`config.mk`:
```
export PLATFORM = sky130hd
export DESIGN_NAME = quad_decoder_ext_flat
export DESIGN_NICKNAME = d
export VERILOG_FILES = /design/src/rtl/quad_decoder_ext_pkg.sv /design/src/rtl/quad_decoder_ext_if.sv /design/src/rtl/quad_decoder_ext_sync_filter.sv /design/src/rtl/quad_decoder_ext.sv /design/src/flat_wrapper.sv
export SDC_FILE = /design/constraint.sdc
export NUM_CORES = 1
export LEC_CHECK = 0
export BUFFER_PORTS_ARGS = -buffer_cell sky130_fd_sc_hd__buf_2
export CORE_MARGIN = 3
export CORE_UTILIZATION = 58
export CTS_CLUSTER_SIZE = 12
export DETAILED_ROUTE_END_ITERATION = 8
export GPL_ROUTABILITY_DRIVEN = 0
export PLACE_DENSITY = 0.84
export RECOVER_POWER = 50
export SLEW_MARGIN = 20
export SYNTH_ARGS = -nofsm -noshare
export SYNTH_HDL_FRONTEND = slang
export SYNTH_HIERARCHICAL = 1
export SYNTH_SLANG_ARGS = --single-unit
export TNS_END_PERCENT = 100
```
`constraint.sdc`:
```
create_clock -name clk -period 9.3 [get_ports clk]
set_clock_uncertainty 0.05 [all_clocks]
set_input_delay 0.93 -clock clk [delete_from_list [all_inputs] [get_ports clk]]
set_output_delay 0.93 -clock clk [all_outputs]
set_load 0.005 [all_outputs]
```
`src/rtl/quad_decoder_ext_pkg.sv`:
```
// Shared types for the quadrature decoder: counting-mode encoding.
// Mode value 3 is reserved and decodes as X4.
package quad_pkg;

  localparam int QUAD_MODE_W = 2;

  typedef enum logic [QUAD_MODE_W-1:0] {
    QUAD_X1 = 2'd0,
    QUAD_X2 = 2'd1,
    QUAD_X4 = 2'd2
  } quad_mode_t;

endpackage

```
`src/rtl/quad_decoder_ext_if.sv`:
```
// Encoder pins, control strobes and position/velocity results of quad_decoder_ext.
import quad_pkg::*;

interface quad_decoder_ext_if #(
  parameter int CNT_W = 32,
  parameter int PER_W = 24
);
  logic             quad_a;
  logic             quad_b;
  logic             quad_i;
  quad_mode_t       mode;
  logic             idx_clr_en;
  logic             load_en;
  logic [CNT_W-1:0] load_val;
  logic             err_clr;
  logic [CNT_W-1:0] count;
  logic             dir;
  logic             step;
  logic [CNT_W-1:0] idx_pos;
  logic             idx_seen;
  logic             err_pulse;
  logic             err_sticky;
  logic [PER_W-1:0] period;
  logic             period_valid;

  modport master (
    output quad_a, quad_b, quad_i, mode, idx_clr_en, load_en, load_val, err_clr,
    input  count, dir, step, idx_pos, idx_seen, err_pulse, err_sticky, period, period_valid
  );

  modport slave (
    input  quad_a, quad_b, quad_i, mode, idx_clr_en, load_en, load_val, err_clr,
    output count, dir, step, idx_pos, idx_seen, err_pulse, err_sticky, period, period_valid
  );
endinterface

```
`src/rtl/quad_decoder_ext_sync_filter.sv`:
```
// One asynchronous pin -> synchroniser chain -> run-length glitch filter.
// Latency SYNC_STAGES + FILT_LEN edges; the level tracks the synced input directly while in reset.
module quad_sync_filter #(
  parameter int SYNC_STAGES = 2,
  parameter int FILT_LEN    = 3
) (
  input  logic clk,
  input  logic reset_n,
  input  logic din_i,
  output logic dout_o
);
  localparam int CW = $clog2(FILT_LEN + 1);

  logic [SYNC_STAGES-1:0] sync_q;
  logic                   synced;
  logic [CW-1:0]          run_q;
  logic                   level_q;

  // Synchroniser flops carry no reset so they never sit on the reset tree.
  always_ff @(posedge clk) begin
    sync_q <= {sync_q[SYNC_STAGES-2:0], din_i};
  end

  assign synced = sync_q[SYNC_STAGES-1];

  always_ff @(posedge clk) begin
    if (!reset_n) begin
      level_q <= synced;
      run_q   <= '0;
    end else if (synced != level_q) begin
      if (run_q == CW'(FILT_LEN - 1)) begin
        level_q <= synced;
        run_q   <= '0;
      end else begin
        run_q <= run_q + CW'(1);
      end
    end else begin
      run_q <= '0;
    end
  end

  assign dout_o = level_q;

endmodule

```
`src/rtl/quad_decoder_ext.sv`:
```
// Filtered x1/x2/x4 quadrature position counter with index capture, preload and illegal-edge flags.
// Pin edge to count: SYNC_STAGES+FILT_LEN+1 clocks. Step-period measurement built only with QUAD_VELOCITY_EN.
module quad_decoder_ext
  import quad_pkg::*;
#(
  parameter int CNT_W       = 32,
  parameter int SYNC_STAGES = 2,
  parameter int FILT_LEN    = 3,
  parameter int PER_W       = 24
) (
  input  logic               clk,
  input  logic               reset_n,
  quad_decoder_ext_if.slave  bus
);
  logic fa, fb, fi;

  quad_sync_filter #(.SYNC_STAGES(SYNC_STAGES), .FILT_LEN(FILT_LEN)) u_filt_a (
    .clk(clk), .reset_n(reset_n), .din_i(bus.quad_a), .dout_o(fa));
  quad_sync_filter #(.SYNC_STAGES(SYNC_STAGES), .FILT_LEN(FILT_LEN)) u_filt_b (
    .clk(clk), .reset_n(reset_n), .din_i(bus.quad_b), .dout_o(fb));
  quad_sync_filter #(.SYNC_STAGES(SYNC_STAGES), .FILT_LEN(FILT_LEN)) u_filt_i (
    .clk(clk), .reset_n(reset_n), .din_i(bus.quad_i), .dout_o(fi));

  logic [1:0]       ab, ab_chg, prev_ab_q;
  logic             prev_i_q;
  logic             valid_edge, illegal, up, qual, step_acc, idx_rise;
  logic [CNT_W-1:0] count_d, count_q, idx_pos_q;
  logic             dir_q, step_q, idx_seen_q, err_pulse_q, err_sticky_q;

  assign ab         = {fa, fb};
  assign ab_chg     = ab ^ prev_ab_q;
  assign valid_edge = ab_chg[1] ^ ab_chg[0];
  assign illegal    = &ab_chg;
  assign up         = fa ^ prev_ab_q[0];
  assign idx_rise   = fi & ~prev_i_q;
  assign step_acc   = qual & ~bus.load_en;

  always_comb begin
    qual = valid_edge;
    case (bus.mode)
      QUAD_X1: qual = ab_chg[1] & ~ab_chg[0] & fa;
      QUAD_X2: qual = ab_chg[1] & ~ab_chg[0];
      default: qual = valid_edge;
    endcase
  end

  always_comb begin
    count_d = count_q;
    if (bus.load_en) begin
      count_d = bus.load_val;
    end else if (idx_rise && bus.idx_clr_en) begin
      count_d = '0;
    end else if (qual) begin
      count_d = up ? count_q + CNT_W'(1) : count_q - CNT_W'(1);
    end
  end

  // Edge history follows the filters even in reset, so release never looks like an edge.
  always_ff @(posedge clk) begin
    prev_ab_q <= ab;
    prev_i_q  <= fi;
    if (!reset_n) begin
      count_q      <= '0;
      dir_q        <= 1'b0;
      step_q       <= 1'b0;
      idx_pos_q    <= '0;
      idx_seen_q   <= 1'b0;
      err_pulse_q  <= 1'b0;
      err_sticky_q <= 1'b0;
    end else begin
      count_q      <= count_d;
      step_q       <= step_acc;
      idx_seen_q   <= idx_seen_q | idx_rise;
      err_pulse_q  <= illegal;
      err_sticky_q <= illegal | (err_sticky_q & ~bus.err_clr);
      if (step_acc) dir_q <= up;
      if (idx_rise) idx_pos_q <= count_q;
    end
  end

  assign bus.count      = count_q;
  assign bus.dir        = dir_q;
  assign bus.step       = step_q;
  assign bus.idx_pos    = idx_pos_q;
  assign bus.idx_seen   = idx_seen_q;
  assign bus.err_pulse  = err_pulse_q;
  assign bus.err_sticky = err_sticky_q;

`ifdef QUAD_VELOCITY_EN
  localparam logic [PER_W-1:0] PER_MAX = '1;

  logic [PER_W-1:0] per_cnt_q, period_q;
  logic             period_vld_q, stall_q;

  // A stalled encoder reports PER_MAX once, then stays quiet until the next step.
  always_ff @(posedge clk) begin
    if (!reset_n) begin
      per_cnt_q    <= PER_W'(1);
      period_q     <= PER_MAX;
      period_vld_q <= 1'b0;
      stall_q      <= 1'b0;
    end else if (step_acc) begin
      period_q     <= per_cnt_q;
      period_vld_q <= 1'b1;
      per_cnt_q    <= PER_W'(1);
      stall_q      <= 1'b0;
    end else if (per_cnt_q == PER_MAX && !stall_q) begin
      period_q     <= PER_MAX;
      period_vld_q <= 1'b1;
      stall_q      <= 1'b1;
    end else begin
      period_vld_q <= 1'b0;
      if (per_cnt_q != PER_MAX) per_cnt_q <= per_cnt_q + PER_W'(1);
    end
  end

  assign bus.period       = period_q;
  assign bus.period_valid = period_vld_q;
`else
  assign bus.period       = {PER_W{1'b0}};
  assign bus.period_valid = 1'b0;
`endif

endmodule
```
`src/flat_wrapper.sv`:
```
// flat-port wrapper written by rule: the top's interface ports become plain ports
module quad_decoder_ext_flat import quad_pkg::*;
#(
  parameter int CNT_W       = 32,
  parameter int SYNC_STAGES = 2,
  parameter int FILT_LEN    = 3,
  parameter int PER_W       = 24
)
  (clk, reset_n, bus_quad_a, bus_quad_b, bus_quad_i, bus_mode, bus_idx_clr_en, bus_load_en, bus_load_val, bus_err_clr, bus_count, bus_dir, bus_step, bus_idx_pos, bus_idx_seen, bus_err_pulse, bus_err_sticky, bus_period, bus_period_valid);
  quad_decoder_ext_if #(.CNT_W(CNT_W), .PER_W(PER_W)) bus_i ();
  input  logic clk;
  input  logic reset_n;
  input wire logic [$bits(bus_i.quad_a)-1:0] bus_quad_a;
  input wire logic [$bits(bus_i.quad_b)-1:0] bus_quad_b;
  input wire logic [$bits(bus_i.quad_i)-1:0] bus_quad_i;
  input wire logic [$bits(bus_i.mode)-1:0] bus_mode;
  input wire logic [$bits(bus_i.idx_clr_en)-1:0] bus_idx_clr_en;
  input wire logic [$bits(bus_i.load_en)-1:0] bus_load_en;
  input wire logic [$bits(bus_i.load_val)-1:0] bus_load_val;
  input wire logic [$bits(bus_i.err_clr)-1:0] bus_err_clr;
  output wire logic [$bits(bus_i.count)-1:0] bus_count;
  output wire logic [$bits(bus_i.dir)-1:0] bus_dir;
  output wire logic [$bits(bus_i.step)-1:0] bus_step;
  output wire logic [$bits(bus_i.idx_pos)-1:0] bus_idx_pos;
  output wire logic [$bits(bus_i.idx_seen)-1:0] bus_idx_seen;
  output wire logic [$bits(bus_i.err_pulse)-1:0] bus_err_pulse;
  output wire logic [$bits(bus_i.err_sticky)-1:0] bus_err_sticky;
  output wire logic [$bits(bus_i.period)-1:0] bus_period;
  output wire logic [$bits(bus_i.period_valid)-1:0] bus_period_valid;
  assign bus_i.quad_a = bus_quad_a;
  assign bus_i.quad_b = bus_quad_b;
  assign bus_i.quad_i = bus_quad_i;
  assign bus_i.mode = bus_mode;
  assign bus_i.idx_clr_en = bus_idx_clr_en;
  assign bus_i.load_en = bus_load_en;
  assign bus_i.load_val = bus_load_val;
  assign bus_i.err_clr = bus_err_clr;
  assign bus_count = bus_i.count;
  assign bus_dir = bus_i.dir;
  assign bus_step = bus_i.step;
  assign bus_idx_pos = bus_i.idx_pos;
  assign bus_idx_seen = bus_i.idx_seen;
  assign bus_err_pulse = bus_i.err_pulse;
  assign bus_err_sticky = bus_i.err_sticky;
  assign bus_period = bus_i.period;
  assign bus_period_valid = bus_i.period_valid;
  quad_decoder_ext #(.CNT_W(CNT_W), .SYNC_STAGES(SYNC_STAGES), .FILT_LEN(FILT_LEN), .PER_W(PER_W)) u_core (.clk(clk), .reset_n(reset_n), .bus(bus_i));
endmodule
```
==> impl_results.md <==
- DRC violations left: 0
- CTS max path bufs: 2
- RSZ-0062 raised after global routing: no
- Pwr Density: 164.1 nW/um2
- Hold Path Class: register to register
- CTS Hold Bufs: 0
- Status: finished, violations left
- Starting Density: 61.11%
- Crit-path max FO: 49
- Maximum clock rate: 234.5 MHz
- Final TNS setup: 0 ns
- Tcrit/Tclk final: 45.85%
- Largest net degree at the start of global routing: 50
- Synth Register Bits: 87
- # port buffers: 110
- Nets@finish: 817
- Vias in the first global route: 5288
- Synth cell types: 73
- Post-synth top flop: dfxtp_1
- Maximum vdd drop: 0.1139 mV
- 1st-pass router iterations: 6
- Minimum clock period: 4.264 ns
- Final Util: 66.69%
- Worst EP required: 9.39 ns
- Core area: 8934 um2
- Synth Instances: 705
- CP top delay family: buffers and inverters
- Tot GR Track Use: 30.05%
- CTS tree: done
- Syn-to-layout area delta: 9.145%
- Die area: 10610 um2
- Hold Vio Cnt, Final: 0
- Critical path's slowest cell: clkbuf_1
- CP endpoint kind: register
- Max-slew violation count: 50
- Num CTS Buffers: 9
- Ys async rst share: 0%
- Die height: 103.0 um
- Worst path cell trace: clkbuf_1 -> inv_1 -> clkbuf_1 -> nor2_1 -> a211oi_1 -> o22ai_1
- Final hold slack: 0.2823 ns
- Dpl hpwl: 11200 um
- Startpoint types: input pin
- Core Rows: 34
- Most frequent cells in the layout: nand2_1 (110), buf_2 (91), dfxtp_1 (84)
- Routed wire length per instance: 18.43 um
- Antenna diodes: 0
- CP peak stage delay: 1.68 ns
- Post-CTS Setup Bufs: 0
- Final number of setup-violating endpoints: 0
- Critical Path AT: 4.36 ns
- GR Overflow Total: 0
- Worst skew pair latency: 0.36 ns
- Detail Route Antenna Nets: 0
- Sequential area share after synthesis: 32.45%
- CTS root buf: clkbuf_8
- Initial antenna violation count: 0
- Die W: 103.0 um
- CP bufs+invs: 3
- Critical path type: input pin to register
- Number of synthesized flops with an enable pin: 3
- Synth warn: 6
- Drt total wl: 16240 um
- Vias/cell: 6.633
- PostCTS Resize Cnt: 0
- LEAKAGE: 2.376 nW
- Actual slew at the worst max-slew pin: 2.328 ns
- Layout cells sized above 1: 16.43%
- H-tree Lvls: 3
- Vias: 5844
- Syn_area_per_cell: 7.743 um2
- Commonest non-fill, non-tap cell in the layout: nand2_1
- I/O pin count: 136
- Most frequent cell on the critical path: clkbuf_1
- Failing checks: max-capacitance violations, max-slew violations
- Clock transition at the registers of the reported paths: 0.09 ns
- Slew HR: -55.23%
- Mapped Area: 5459 um2
- Starting DRT DRC Count: 805
- Max cap viols: 1
- Clk sinks: 87
- First-pass GRT wire length: 25390 um
worst reg2reg max path: cells and delay by family (launching register included):
family,cells,cell delay (ns)
flip-flops,1,0.54
AND/OR/NAND/NOR,3,0.96
XOR/XNOR,3,0.48
buffers and inverters,1,0.47
adder cells (fa/ha/maj),1,0.26
AO/OA/AOI/OAI,2,0.63
stage by stage:
step | setup slack (ns) | std cells | instance area, um2 | total power (W)
3_3_place_gp | 6.060 | 865 | 5817 | 0.0007234
3_5_place_dp | 5.925 | 865 | 5817 | 0.0007334
2_1_floorplan | 5.978 | 729 | 5549 | 0.0006599
5_1_grt | 4.657 | 881 | 5958 | 0.001026
6_report | 5.036 | 881 | 5958 | 0.0009778
4_1_cts | 5.892 | 881 | 5986 | 0.0009715
cells in the mapped netlist (all sizes together) (3+ instances only):
cell    instances  area [um2]
a211oi          7       52.55
mux2            5       56.30
a22oi           7       52.55
nand3          19       95.09
and2            6       37.54
nand2         110       412.9
nand4          24       150.1
nor3           20       100.1
nor4b           8       70.07
a211o           4       35.03
o31a            3       26.28
clkbuf         42       157.7
nor2           34       127.6
o22ai           3       25.02
xor2            5       51.30
ha              7       87.58
o21ai          33       165.2
xnor2          17       148.9
and3           10       62.56
inv            14       52.55
and4            6       52.55
nand3b          3       22.52
nor4           25       190.2
or3            11       68.82
a21oi          65       329.1
edfxtp          3       90.09
or4            13       97.59
mux2i          20       200.2
buf            45       315.3
o211ai         10       80.07
dfxtp          84        1682
a32o            3       30.03
a31oi           5       31.28
per-layer routing:
metal	vias up	wire [um]	GRT usage (%)
met5	-	0	0
met4	0	622	12.95
met3	89	1842	7.375
met2	455	7396	47.76
met1	2651	6376	38.79
li1	2649	-	-
kinds of logic (layout without fill, tap and decap cells):
group,count (synthesis),count (layout),synth area share (%)
simple gates,294,294,27.96
buf+inv,101,145,9.626
mux,25,25,4.698
flops,87,87,32.45
other cells,1,25,0.06869
compound gates,168,168,19.92
xor+xnor,22,22,3.667
fa+ha+maj,7,7,1.604
path summary, 6_finish.rpt:
| check | startpoint | to | slack (ns) | cells past startpoint |
|---|---|---|---|---|
| hold reg to reg | u_core/u_filt_b/sync_q[0] | u_core/u_filt_b/sync_q[1] | 0.28 | 0 |
| setup reg to reg | u_core/u_filt_a/dout_o | u_core/bus.count[10] | 5.71 | 10 |
| setup / recovery | reset_n | u_core/bus.count[21] | 5.04 | 6 |
| hold / removal | u_core/u_filt_b/sync_q[0] | u_core/u_filt_b/sync_q[1] | 0.28 | 0 |
report_power, final:
part	switching [W]	leakage, nW	internal, W
clock network	0.000135	0.0796	0.000104
logic	0.000174	1.58	0.000109
registers	0.0000545	0.719	0.000400
cell type report:
class                      count  area (um2)
fill                         774        2975
inverter                      14       52.55
clock inverter                 3       20.02
timing repair buffer         115       560.5
sequential                    87        1772
tap                          108       135.1
clock buffer                  13       148.9
multi-input combinational    541        3269
(Power assumes the default switching activity.)
